## src/rtl/spi_reg_pkg.sv

```systemverilog
// Shared constants and arbiter state encoding for the SPI/core register bank.
package spi_reg_pkg;

  localparam int unsigned ADDR_W_DEF = 3;
  localparam int unsigned REG_W_DEF  = 8;

  typedef enum logic [1:0] {
    StIdle    = 2'd0,
    StGntSpi  = 2'd1,
    StGntCore = 2'd2
  } arb_state_t;

endpackage

```

## src/rtl/rr_arb2.sv

```systemverilog
// Two-requester round-robin grant; SPI has priority out of reset.
module rr_arb2 (
  input  logic clk,
  input  logic nrst,
  input  logic req_spi,
  input  logic req_core,
  output logic gnt_spi,
  output logic gnt_core
);

  logic last_core_q;

  always_comb begin
    gnt_spi  = req_spi & (~req_core | last_core_q);
    gnt_core = req_core & (~req_spi | ~last_core_q);
  end

  // Starting as "core granted last" gives SPI the first tie.
  always_ff @(posedge clk) begin
    if (!nrst) begin
      last_core_q <= 1'b1;
    end else if (gnt_spi | gnt_core) begin
      last_core_q <= gnt_core;
    end
  end

endmodule

```

## src/rtl/spi_reg_arb.sv

```systemverilog
// Register bank shared by an unstallable SPI writer and a req/gnt core port.
// Optional macro SPI_REG_ARB_RO_TOP_EN makes the top address read-only from SPI.
module spi_reg_arb
  import spi_reg_pkg::*;
#(
  parameter int unsigned ADDR_W = ADDR_W_DEF,
  parameter int unsigned REG_W  = REG_W_DEF
) (
  input  logic                          clk,
  input  logic                          nrst,
  input  logic [ADDR_W-1:0]             spi_addr,
  input  logic [REG_W-1:0]              spi_wdata,
  input  logic                          spi_wvld,
  output logic [REG_W-1:0]              spi_rdata,
  input  logic                          core_req,
  input  logic                          core_we,
  input  logic [ADDR_W-1:0]             core_addr,
  input  logic [REG_W-1:0]              core_wdata,
  output logic                          core_gnt,
  output logic [REG_W-1:0]              core_rdata,
  output logic                          core_rvld,
  output logic                          spi_ovf,
  input  logic                          ovf_clr,
  output logic [(2**ADDR_W)*REG_W-1:0]  regs_o
);

  localparam int unsigned Depth = 2 ** ADDR_W;

  logic [REG_W-1:0]  bank_q [Depth];
  logic              pend_vld_q, pend_vld_d;
  logic [ADDR_W-1:0] pend_addr_q, pend_addr_d;
  logic [REG_W-1:0]  pend_data_q, pend_data_d;
  logic              ovf_q, rvld_q;
  logic [REG_W-1:0]  rdata_q;
  arb_state_t        state_q, state_d;
  logic              ro_hit, drain, accept, drop;
  logic              gnt_spi, gnt_core, core_arb_req;

`ifdef SPI_REG_ARB_RO_TOP_EN
  localparam logic [ADDR_W-1:0] TopAddr = {ADDR_W{1'b1}};
  assign ro_hit = (spi_addr == TopAddr);
`else
  assign ro_hit = 1'b0;
`endif

  // Pending buffer: a draining entry frees the slot for a same-cycle capture.
  always_comb begin
    drain       = (state_q == StGntSpi);
    accept      = spi_wvld & ~ro_hit & (~pend_vld_q | drain);
    drop        = spi_wvld & ~ro_hit & pend_vld_q & ~drain;
    pend_vld_d  = accept | (pend_vld_q & ~drain);
    pend_addr_d = accept ? spi_addr : pend_addr_q;
    pend_data_d = accept ? spi_wdata : pend_data_q;
  end

  // A core request already being granted must not re-arbitrate.
  assign core_arb_req = core_req & (state_q != StGntCore);

  rr_arb2 u_rr_arb2 (
    .clk      (clk),
    .nrst     (nrst),
    .req_spi  (pend_vld_d),
    .req_core (core_arb_req),
    .gnt_spi  (gnt_spi),
    .gnt_core (gnt_core)
  );

  always_ff @(posedge clk) begin
    if (!nrst) state_q <= StIdle;
    else       state_q <= state_d;
  end

  always_comb begin
    state_d = StIdle;
    if (gnt_spi)       state_d = StGntSpi;
    else if (gnt_core) state_d = StGntCore;
  end

  // A core request withdrawn before its grant cycle commits nothing.
  always_comb begin
    core_gnt = (state_q == StGntCore) & core_req;
  end

  always_ff @(posedge clk) begin
    if (!nrst) begin
      for (int i = 0; i < Depth; i++) bank_q[i] <= '0;
      pend_vld_q  <= 1'b0;
      pend_addr_q <= '0;
      pend_data_q <= '0;
      ovf_q       <= 1'b0;
      rvld_q      <= 1'b0;
      rdata_q     <= '0;
    end else begin
      pend_vld_q  <= pend_vld_d;
      pend_addr_q <= pend_addr_d;
      pend_data_q <= pend_data_d;
      if (drain && pend_vld_q) begin
        bank_q[pend_addr_q] <= pend_data_q;
      end else if (core_gnt && core_we) begin
        bank_q[core_addr] <= core_wdata;
      end
      rvld_q <= core_gnt & ~core_we;
      if (core_gnt && !core_we) rdata_q <= bank_q[core_addr];
      if (drop)         ovf_q <= 1'b1;
      else if (ovf_clr) ovf_q <= 1'b0;
    end
  end

  assign spi_rdata  = (pend_vld_q && pend_addr_q == spi_addr) ? pend_data_q : bank_q[spi_addr];
  assign core_rdata = rdata_q;
  assign core_rvld  = rvld_q;
  assign spi_ovf    = ovf_q;

  for (genvar n = 0; n < Depth; n++) begin : g_regs
    assign regs_o[n*REG_W +: REG_W] = bank_q[n];
  end

endmodule

```

## config.mk

```make
export PLATFORM = sky130hd
export DESIGN_NAME = spi_reg_arb
export DESIGN_NICKNAME = d
export VERILOG_FILES = /design/src/rtl/spi_reg_pkg.sv /design/src/rtl/rr_arb2.sv /design/src/rtl/spi_reg_arb.sv
export SDC_FILE = /design/constraint.sdc
export NUM_CORES = 1
export LEC_CHECK = 0
export BUFFER_PORTS_ARGS = -buffer_cell sky130_fd_sc_hd__buf_2
export CAP_MARGIN = 5
export CORE_MARGIN = 2
export CORE_UTILIZATION = 54
export DETAILED_ROUTE_END_ITERATION = 8
export PLACE_DENSITY_LB_ADDON = 0.05
export SETUP_SLACK_MARGIN = 0.2
export SYNTH_ARGS = -nofsm -noshare
export SYNTH_HDL_FRONTEND = slang
export SYNTH_SLANG_ARGS = --single-unit
```

## constraint.sdc

```tcl
create_clock -name clk -period 2.4 [get_ports clk]
set_clock_uncertainty 0.1 [all_clocks]
set_input_delay 0.36 -clock clk [delete_from_list [all_inputs] [get_ports clk]]
set_output_delay 0.36 -clock clk [all_outputs]
set_load 0.01 [all_outputs]
```

## After elaboration in Yosys (flattened, before gate mapping)

Memories as Yosys holds them, arrays and structs flattened. A register that Yosys moved wholly into a read port is not among the register bits.
Index checks and enable logic that the tools add are counted.
Widths: inputs -> output; s select.

- Bitwise operators: 21
- Multiplexer cells: 19
- Equality and inequality tests: 4
- Reduce and logical (&&, ||, !) cells: 10

Operator list:

| cell | number |
|---|---|
| $mux 8 | 3 |
| $reduce_or 8->1 | 2 |
| $mux 1 | 13 |
| $and 1x1->1 | 9 |
| $not 1->1 | 7 |
| $mux 3 | 2 |
| $or 1x1->1 | 5 |
| $logic_and 1x1->1 | 4 |
| $eq 3x3->1 | 1 |
| $eq 2x1->1 const B | 1 |
| $eq 2x2->1 const B | 1 |
| $logic_not 1->1 | 2 |
| $mux 2 | 1 |
| $ne 2x2->1 const B | 1 |
| $reduce_bool 2->1 | 1 |
| $reduce_or 2->1 | 1 |

- Register bits after elaboration: 17
- Memories kept: 1
- Bits of input ports: 28
- Output and inout bits: 83
- RAM bits: 64
- Word-level logic and storage cells: 63

Memories:

| name | words | width | rd ports | clocked after Yosys merged registers in | wr ports | line | source |
|---|---|---|---|---|---|---|---|
| bank_q | 8 | 8 | 10 | 1 | 8 | spi_reg_arb.sv:29 | `logic [REG_W-1:0] bank_q [Depth];` |

## Logic depth before layout (Yosys ltp)

Gate-level depths: netlist (run 1).

- Depth in word-level cells: 9
- Mapped depth: 7
- Gate-level depth less buffers: 4

## Cells and area by module

Synthesis (run 1) repeated with hierarchy kept, for this count alone.

- Cells, all modules: 344
- Area, all modules: 4,625.7 um^2

By module, submodules not included:

| module | cells an instance | seq. area each (um^2) | times used | area an instance (um^2) |
|---|---|---|---|---|
| spi_reg_arb | 337 | 2,402.3 | 1 | 4,564.4 |
| rr_arb2 | 7 | 20.0 | 1 | 61.3 |

## Worst setup path after synthesis (run 1)

No wires, ideal clock.

- Kind: input port to output port
- Start: in spi_addr[0]
- End: out spi_rdata[0]
- Required time: 1.940 ns
- Cell stages on the path: 6
- Setup slack: 0.481 ns
- Buffers on the path: 3
- Arrival: 1.459 ns
- Path through: buf_4 -> buf_6 -> xnor2_1 -> nand4_2 -> buf_4 -> a21oi_1

- Longest elaborated chain between the ends: 3
- Elaborated cells on any way between the ends: 4
- Classes of those cells: eq/ne (1); mux (1); reduce/logical (1); memory (1)

RTL lines:

| item | line | source |
|---|---|---|
| from (decl) | spi_reg_arb.sv:11 | `input logic [ADDR_W-1:0] spi_addr,` |
| branches (longest 2 deep; another with $mem_v2 8x8) | - |  |
| $mux 8 (*) | spi_reg_arb.sv:109 | `assign spi_rdata = (pend_vld_q && pend_addr_q == spi_addr) ? pend_data_q : bank_q[spi_addr];` |
| to (decl) | spi_reg_arb.sv:14 | `output logic [REG_W-1:0] spi_rdata,` |

Mark *: on every way between the ends.

==> results of run 1 <==
==> power breakdown <==
group / internal (mW) / switching [mW]
clock network: 0.587 / 0.542
registers: 1.71 / 0.0543
logic: 0.235 / 0.266
total: 2.53 / 0.863
==> what timing repair did <==
| action | 4_1_cts | 5_1_grt |
|---|---|---|
| setup endpoints to repair | 8 | 8 |
| pin swaps | 0 | 5 |
| hold buffers | 0 | 0 |
| buffers inserted | 5 | 18 |
| gates resized for setup | 5 | 4 |
==> registers in the layout (all words and copies together), names as in the netlist <==
register	cells
pend_addr_q	3
spi_ovf	1
core_rdata	8
bank_q	64
pend_vld_q	1
state_q	2
u_rr_arb2.last_core_q	1
pend_data_q	8
core_rvld	1
==> metal layers <==
| layer | global-route usage, % | share of wire, % |
|---|---|---|
| met5 | 0 | 0 |
| met4 | 12.9 | 3.0 |
| met3 | 5.30 | 9.0 |
| met2 | 45.5 | 50 |
| met1 | 36.4 | 38 |
==> placed cells by master (no fill, tap or decap), types with 2 or more instances in the layout <==
cell type,n
buf_2,109
nor2_1,87
edfxtp_1,64
buf_4,46
mux4_2,32
mux2i_1,23
dfxtp_1,22
nor2b_1,14
nand2_1,12
a21oi_1,11
clkbuf_8,9
o21ai_0,8
o22ai_1,7
a32oi_2,6
mux2i_2,5
inv_1,5
dfxtp_2,3
xnor2_2,2
nor3_1,2
a41oi_4,2
nand2b_1,2
clkinv_1,2
inv_6,2
bufinv_16,2
buf_12,2
==> worst max-delay path, delay by kind of cell (launching register included) <==
family                 cells  cell delay, ps
multiplexers               2             700
buffers and inverters      1             140
flip-flops                 1             430
AO/OA/AOI/OAI              1              90
==> metrics by stage <==
step	instance area, um^2	hold slack [ps]	instances	utilization [%]
floorplan	4480	327	340	-
global placement	5270	345	561	64.8
detailed placement	5270	353	561	64.8
CTS	5540	151	582	68.1
global route	5690	157	600	70.0
finish	5690	162	600	70.0
==> worst min path at each step <==
| stage | start | end | cells after the start |
|---|---|---|---|
| 2_1_floorplan | u_rr_arb2.last_core_q | state_q[1] | 1 |
| 3_3_place_gp | u_rr_arb2.last_core_q | state_q[1] | 1 |
| 3_5_place_dp | u_rr_arb2.last_core_q | state_q[1] | 1 |
| 4_1_cts | spi_wdata[3] | pend_data_q[3] | 3 |
| 5_1_grt | spi_wdata[0] | pend_data_q[0] | 3 |
| 6_report | spi_wdata[4] | pend_data_q[4] | 3 |
==> cell usage after synthesis, drive strengths merged <==
cell,number,area share (%)
o21ai,10,1.2
and4bb,1,0.28
mux4,32,16
nand2,12,1.0
nand2b,3,0.47
nand4b,1,0.33
nand4,1,0.28
a21o,1,0.17
edfxtp,64,43
nor4b,1,0.20
buf,11,1.7
nor3,2,0.22
mux2i,28,6.5
nor2b,14,2.0
a21boi,1,0.17
dfxtp,25,11
and2,1,0.14
a41oi,2,1.2
o22ai,7,0.98
nor2,88,7.5
xnor2,3,0.59
a32oi,7,2.4
nand3,2,0.33
clkbuf,7,0.59
a21oi,11,1.2
inv,5,0.42
==> kinds of logic (layout without fill, tap and decap cells) <==
family,count (synthesis),after routing
buf+inv,23,178
xor+xnor,3,3
mux,60,60
simple gates,126,126
flops,89,89
compound gates,39,39
==> area by class of cell <==
| class | count | area, um^2 |
|---|---|---|
| Timing Repair Buffer | 157 | 931 |
| Multi-Input combinational cell | 228 | 1970 |
| Clock buffer | 9 | 124 |
| Inverter | 5 | 18.8 |
| Clock inverter | 7 | 92.6 |
| Tap cell | 105 | 131 |
| Sequential cell | 89 | 2430 |
| Fill cell | 591 | 2440 |
==> metrics.cfg, run 1 <==
[global_routing]
gr-total-overflow = 0
antenna_found_initial = 0
grt_pass1_wl_mm = 17.9
grt_max_degree = 23
grt_pass1_vias = 3224
track_usage_pct = 27.9

[clock_tree]
worstSkewPairLatency_ps = 360
cts_tree = yes
cts.htree.levels = 3
cts_buffers = 9
cts.clk_slew.worst_paths_ps = 90
clk_path_buf_depth = 2
clock_sinks = 89
root_buffer = clkbuf_8

[routing]
dr.pass1.iters = 5
drc = 0
first_iter_violations = 259
drtAntennaViolNets = 0
wl_per_cell_um = 20.7
vias = 3561
wl_mm = 12.4
vias_per_cell = 5.94

[setup_path]
critPathMaxStageDelay_ps = 490
path_class = reg -> out
path_cells = mux4_2 -> mux2i_2 -> a21oi_1 -> buf_2
crit_end = spi_rdata[4]
crit_path_start = bank_q[4][4]
cp_slowest_cell = mux4_2
arrival_ps = 1720
start_kind = register
endpoint_kind = output port
r2r-start = pend_vld_q
required_ps = 1940
critPathMaxFanout = 3
reg2reg_depth = 4
reg2reg_to = bank_q[6][6]
r2r_slack_ps = 360

[sta]
max_freq_mhz = 458
fin_crit_ps = 2180
period_share_pct = 91.0
slew_violations = 0
setup_viol = 0
finalSetupTns_ps = 0
hold_viol = 0
slew_headroom_pct = 64.4
worstMarginPinSlew_ps = 523
rsz0062_at_grt = true
fin_ws_ps = 217

[power]
peakVddDrop_uv = 407
power.leakage_nw = 2.35
power_mw = 3.39
p_per_area_nw_per_um2 = 595

[synth]
synth-seq-cells = 89
synth_top_family_by_area = multiplexers
syn_area_um2 = 4480
yosys.cell_types.count = 35
synth_xor_area_share_pct = 0.586
yosysWarnings = 0
yosysSeqAreaShare_pct = 54.0
synth-adder-area-share_pct = 0
synth.area.mux_share_pct = 22.6
synth_cells = 340
synth_compound_area_share_pct = 7.34
synth_area_per_cell_um2 = 13.2
synth.net_count = 368
synth-simple-area-share_pct = 12.8

[die]
die_h_um = 95.1
initial_core_util_pct = 55.1
core_um2 = 8130
pin_count = 111
dieWidth_um = 95.1
rows = 33
dieArea_um2 = 9050

[job]
cap_violations = 0

[outcome]
outcome = completed

[final_layout]
area_growth_pct = 27.0
final_nets = 518
n_antenna_cell = 0
drive_gt1_share_pct = 45.9

[placement]
place_ws_ps = 194
io_buffers = 110
place_congestion = 0.826
hpwl_mm = 8.93

[min_path]
hold_path_class = in -> reg

Power figures use the tool's default switching activity.
==> inputs of run 2 (changes only) <==
- CORE_MARGIN: 2 -> not set
==> metrics.cfg, run 2 (synthesis gave the netlist of run 1 again) <==
[final_layout]
final_cell_mix = buf_2, nor2_1, edfxtp_1
stdcell_count = 586  ; -2.3%
final_util_pct = 71.1  ; +1.1 points
n_antenna_cell = 0  ; unchanged
largest_register_ffs = 64  ; unchanged
final_area_um2 = 5610  ; -1.6%
final_nets = 507  ; -2.1%
regMostFlops = bank_q
area_growth_pct = 25.0
drive_gt1_share_pct = 44.4  ; -1.4 points
layout_commonest_cell = buf_2

[job]
cap_violations = 0  ; unchanged

[sta]
max_freq_mhz = 451  ; -1.5%
hold_viol = 0  ; unchanged
rsz0062_at_grt = true
finalSetupTns_ps = 0  ; unchanged
slew_violations = 0  ; unchanged
worstMarginPinSlew_ps = 556  ; +32.0 ps
slew_headroom_pct = 62.2  ; -2.2 points
fin_crit_ps = 2220  ; +33.5 ps
whs_ps = 155  ; -7.16 ps
setup_viol = 0  ; unchanged
fin_ws_ps = 183  ; -33.5 ps
period_share_pct = 92.4  ; +1.4 points

[setup_path]
required_ps = 1940  ; about the same
reg2reg_depth = 4  ; unchanged
critPathMaxFanout = 2  ; -1
reg2reg_to = bank_q[4][7]
arrival_ps = 1760  ; +40 ps
r2r-start = pend_vld_q
endpoint_kind = output port
path_class = reg -> out
r2r_slack_ps = 320  ; -40 ps
crit_path_start = bank_q[7][1]
start_kind = register

[routing]
drc = 0  ; unchanged
vias_per_cell = 5.98  ; +0.81%
wl_mm = 12.4  ; -0.30%
first_iter_violations = 255  ; -1.5%
drtAntennaViolNets = 0  ; unchanged
wl_per_cell_um = 21.1  ; +2.1%
vias = 3506  ; -1.5%
dr.pass1.iters = 4  ; -1

[global_routing]
use_met3_pct = 5.93  ; +0.64 points
gr-total-overflow = 0  ; unchanged
grt_busiest_layer = met2
antenna_found_initial = 0  ; unchanged
track_usage_pct = 29.5  ; +1.6 points
use_met2_pct = 46.5  ; +1.0 points
use_met1_pct = 40.1  ; +3.7 points
grt_pass1_vias = 3329  ; +3.3%
grt_max_degree = 22  ; -4.3%
grt_pass1_wl_mm = 18.2  ; +1.6%

[die]
dieWidth_um = 93.1  ; -2.1%
pin_count = 111  ; unchanged
rows = 32  ; -3.0%
die_h_um = 93.1  ; -2.1%
initial_core_util_pct = 56.9  ; +1.7 points
core_um2 = 7890  ; -3.0%
dieArea_um2 = 8670  ; -4.2%

[power]
p_per_area_nw_per_um2 = 616  ; +3.4%
power_mw = 3.45  ; +1.8%
power.leakage_nw = 2.30  ; -2.0%
peakVddDrop_uv = 336  ; -17%

[clock_tree]
cts.htree.levels = 3  ; unchanged
cts.clk_slew.worst_paths_ps = 90  ; about the same
clock_sinks = 89  ; unchanged
clk_path_buf_depth = 2  ; unchanged
cts_buffers = 9  ; unchanged
worstSkewPairLatency_ps = 360  ; about the same
root_buffer = clkbuf_8
cts_tree = yes
hold_buffers = 0  ; unchanged

[placement]
dp_cells = 559  ; -0.36%
hpwl_mm = 8.98  ; +0.50%
io_buffers = 110  ; unchanged
place_congestion = 0.876  ; +6.1%
place_area_um2 = 5270  ; about the same
place_ws_ps = 213  ; +19.0 ps

[min_path]
hold_path_class = in -> reg
min_to = pend_data_q[7]
min-delay-start = spi_wdata[7]
worstHoldPathCells = 3  ; unchanged

[outcome]
outcome = completed

-- run 2: cell type report --
class | count | area [um^2]
timing repair buffer | 146 | 850
inverter | 5 | 18.8
tap | 102 | 128
fill | 580 | 2280
clock buffer | 12 | 156
clock inverter | 4 | 72.6
sequential | 89 | 2430
multi-input combinational | 228 | 1950
-- run 2: timing repair --
action / in CTS / in global routing
setup buffers: 2 / 9
pin swaps: 1 / 4
hold endpoints to repair: 0 / 0
gates resized for setup: 1 / 6
setup endpoints to repair: 7 / 8
-- run 2: how the worst max path moves through the flow --
| stage | endpoint | slack [ps] | depth (start not counted) |
|---|---|---|---|
| 4_1_cts | spi_rdata[1] | 190 | 4 |
| 3_3_place_gp | bank_q[3][2] | 230 | 6 |
| 2_1_floorplan | spi_rdata[0] | 480 | 6 |
| 6_report | spi_rdata[1] | 180 | 4 |
| 3_5_place_dp | bank_q[4][2] | 210 | 5 |
| 5_1_grt | spi_rdata[5] | 150 | 4 |
-- run 2: worst max-delay path: stages, from the launching register on --
cell and delay [ps]:
edfxtp_1 430, mux4_2 530, mux2i_1 200, a21oi_1 100
buf_2 140
-- run 2: where the power goes --
| group | leakage, nW | switching (mW) | internal [mW] | total (mW) |
|---|---|---|---|---|
| sequential | 0.864 | 0.0566 | 1.71 | 1.76 |
| clock | 0.117 | 0.544 | 0.653 | 1.20 |
| combinational | 1.32 | 0.266 | 0.226 | 0.492 |
-- run 2: per-layer routing --
| metal | part of all wire (%) | wire, um |
|---|---|---|
| met5 | 0 | 0 |
| met1 | 38 | 4740 |
| met2 | 49 | 6090 |
| met4 | 2.9 | 365 |
| met3 | 9.6 | 1190 |
==> inputs of run 3 (changes only) <==
- BUFFER_PORTS_ARGS: -buffer_cell sky130_fd_sc_hd__buf_2 -> not set
- CORE_UTILIZATION: 54 -> 60
- DONT_BUFFER_PORTS: not set -> 1
- MAX_ROUTING_LAYER: not set -> met4
==> metrics.cfg, run 3 (synthesis gave the netlist of run 1 again) <==
[job]
cap_violations = 0  ; unchanged

[die]
rows = 31  ; -3.1%
dieWidth_um = 88.5  ; -5.0%
initial_core_util_pct = 61.8  ; +5.0 points
pin_count = 111  ; unchanged
core_um2 = 7250  ; -8.0%
dieArea_um2 = 7820  ; -9.8%
die_h_um = 88.5  ; -5.0%

[sta]
finalSetupTns_ps = 0  ; unchanged
slew_headroom_pct = 53.0  ; -9.2 points
slew_violations = 0  ; unchanged
max_freq_mhz = 452  ; +0.22%
fin_crit_ps = 2210  ; -4.89 ps
fin_ws_ps = 188  ; +4.89 ps
period_share_pct = 92.2  ; -0.20 points
hold_viol = 0  ; unchanged
setup_viol = 0  ; unchanged
worstMarginPinSlew_ps = 704  ; +149 ps
rsz0062_at_grt = true

[min_path]
hold_path_class = in -> reg
min_to = core_rvld
min-delay-start = nrst
worstHoldPathCells = 1  ; -2

[setup_path]
arrival_ps = 1750  ; about the same
required_ps = 1940  ; about the same
start_kind = register
endpoint_kind = output port
path_class = reg -> out
critPathMaxFanout = 3  ; +1
r2r_slack_ps = 300  ; -20 ps
reg2reg_to = bank_q[2][5]
reg2reg_depth = 4  ; unchanged
r2r-start = pend_vld_q

[routing]
first_iter_violations = 183  ; -28%
wl_per_cell_um = 25.9  ; +23%
dr.pass1.iters = 5  ; +1
drc = 0  ; unchanged
vias = 2947  ; -16%
vias_per_cell = 6.53  ; +9.2%
wl_mm = 11.7  ; -5.7%
drtAntennaViolNets = 0  ; unchanged

[clock_tree]
root_buffer = clkbuf_8
cts_buffers = 9  ; unchanged
cts_tree = yes
clk_path_buf_depth = 2  ; unchanged
worstSkewPairLatency_ps = 360  ; about the same
cts.clk_slew.worst_paths_ps = 90  ; about the same
hold_buffers = 0  ; unchanged
clock_sinks = 89  ; unchanged
cts.htree.levels = 3  ; unchanged

[placement]
io_buffers = 0  ; -100%
place_congestion = 0.863  ; -1.5%
dp_cells = 433  ; -23%
place_ws_ps = 203  ; -10.0 ps
place_area_um2 = 4610  ; -13%
hpwl_mm = 8.23  ; -8.4%

[final_layout]
drive_gt1_share_pct = 25.0  ; -19 points
n_antenna_cell = 0  ; unchanged
area_growth_pct = 9.51
multi_input_area_um2 = 1990  ; +2.0%
register_area_um2 = 2420  ; -0.15%
regMostFlops = bank_q
final_cell_mix = nor2_1, edfxtp_1, mux4_2
stdcell_count = 451  ; -23%
n_fill_cell = 561  ; -3.3%
final_nets = 375  ; -26%
final_area_um2 = 4910  ; -12%
largest_register_ffs = 64  ; unchanged
layout_commonest_cell = nor2_1

[global_routing]
antenna_found_initial = 0  ; unchanged
gr-total-overflow = 0  ; unchanged
grt_pass1_wl_mm = 16.3  ; -10%
track_usage_pct = 31.4  ; +1.9 points
grt_pass1_vias = 2847  ; -14%
grt_max_degree = 35  ; +59%

[outcome]
outcome = completed

[power]
p_per_area_nw_per_um2 = 678  ; +10%
power_mw = 3.33  ; -3.6%
power.leakage_nw = 1.69  ; -27%
peakVddDrop_uv = 372  ; +10%

-- run 3: cell types whose count changed in the layout (fill, tap and decap cells not counted), sizes merged --
cell      before  now
bufinv         2    3
inv            7    5
buf          146   14
clkinvlp       0    1
clkbuf        12   10
clkinv         0    2
-- run 3: how the worst max path moves through the flow --
stage          slack, ps           start      endpoint
2_1_floorplan        480     spi_addr[0]  spi_rdata[0]
3_3_place_gp         210      state_q[0]  bank_q[2][3]
3_5_place_dp         200      pend_vld_q  bank_q[2][3]
4_1_cts              210  pend_addr_q[1]  spi_rdata[6]
5_1_grt              130    bank_q[7][4]  spi_rdata[4]
6_report             190    bank_q[7][4]  spi_rdata[4]
-- run 3: what timing repair did --
item | CTS | global route
endpoints found under the setup margin | 16 | 21
buffers inserted | 0 | 2
resized for setup | 7 | 6
pin swaps | 0 | 1
-- run 3: final cells by class --
cell class / count / share of cell area [%]
sequential: 89 / 49.3
multi-input combinational: 228 / 40.6
clock buffer: 10 / 2.60
tap: 99 / 2.52
timing repair buffer: 14 / 2.39
clock inverter: 6 / 2.17
inverter: 5 / 0.382
-- run 3: power by group --
group	switching [mW]	internal, mW
registers	0.0863	1.71
clock network	0.531	0.687
logic	0.163	0.154
-- run 3: critical path: stages, from the launching register on --
cell and delay (ps):
edfxtp_1 490, mux4_2 540, mux2i_1 240, a21oi_2 120
-- run 3: metrics by stage --
stage,utilization (%),hold WS [ps]
after floorplan,-,327
after global placement,63.5,338
after detailed placement,63.5,356
after CTS,67.2,17.3
after global routing,67.7,13.9
final,67.7,25.2
-- run 3: layer usage --
| metal | global-route usage (%) | vias up | wire length (um) |
|---|---|---|---|
| met5 | - | - | 0 |
| li1 | - | 1285 | - |
| met2 | 51.7 | 171 | 5840 |
| met1 | 36.1 | 1474 | 4190 |
| met3 | 10.4 | 17 | 1380 |
| met4 | 10.9 | 0 | 260 |
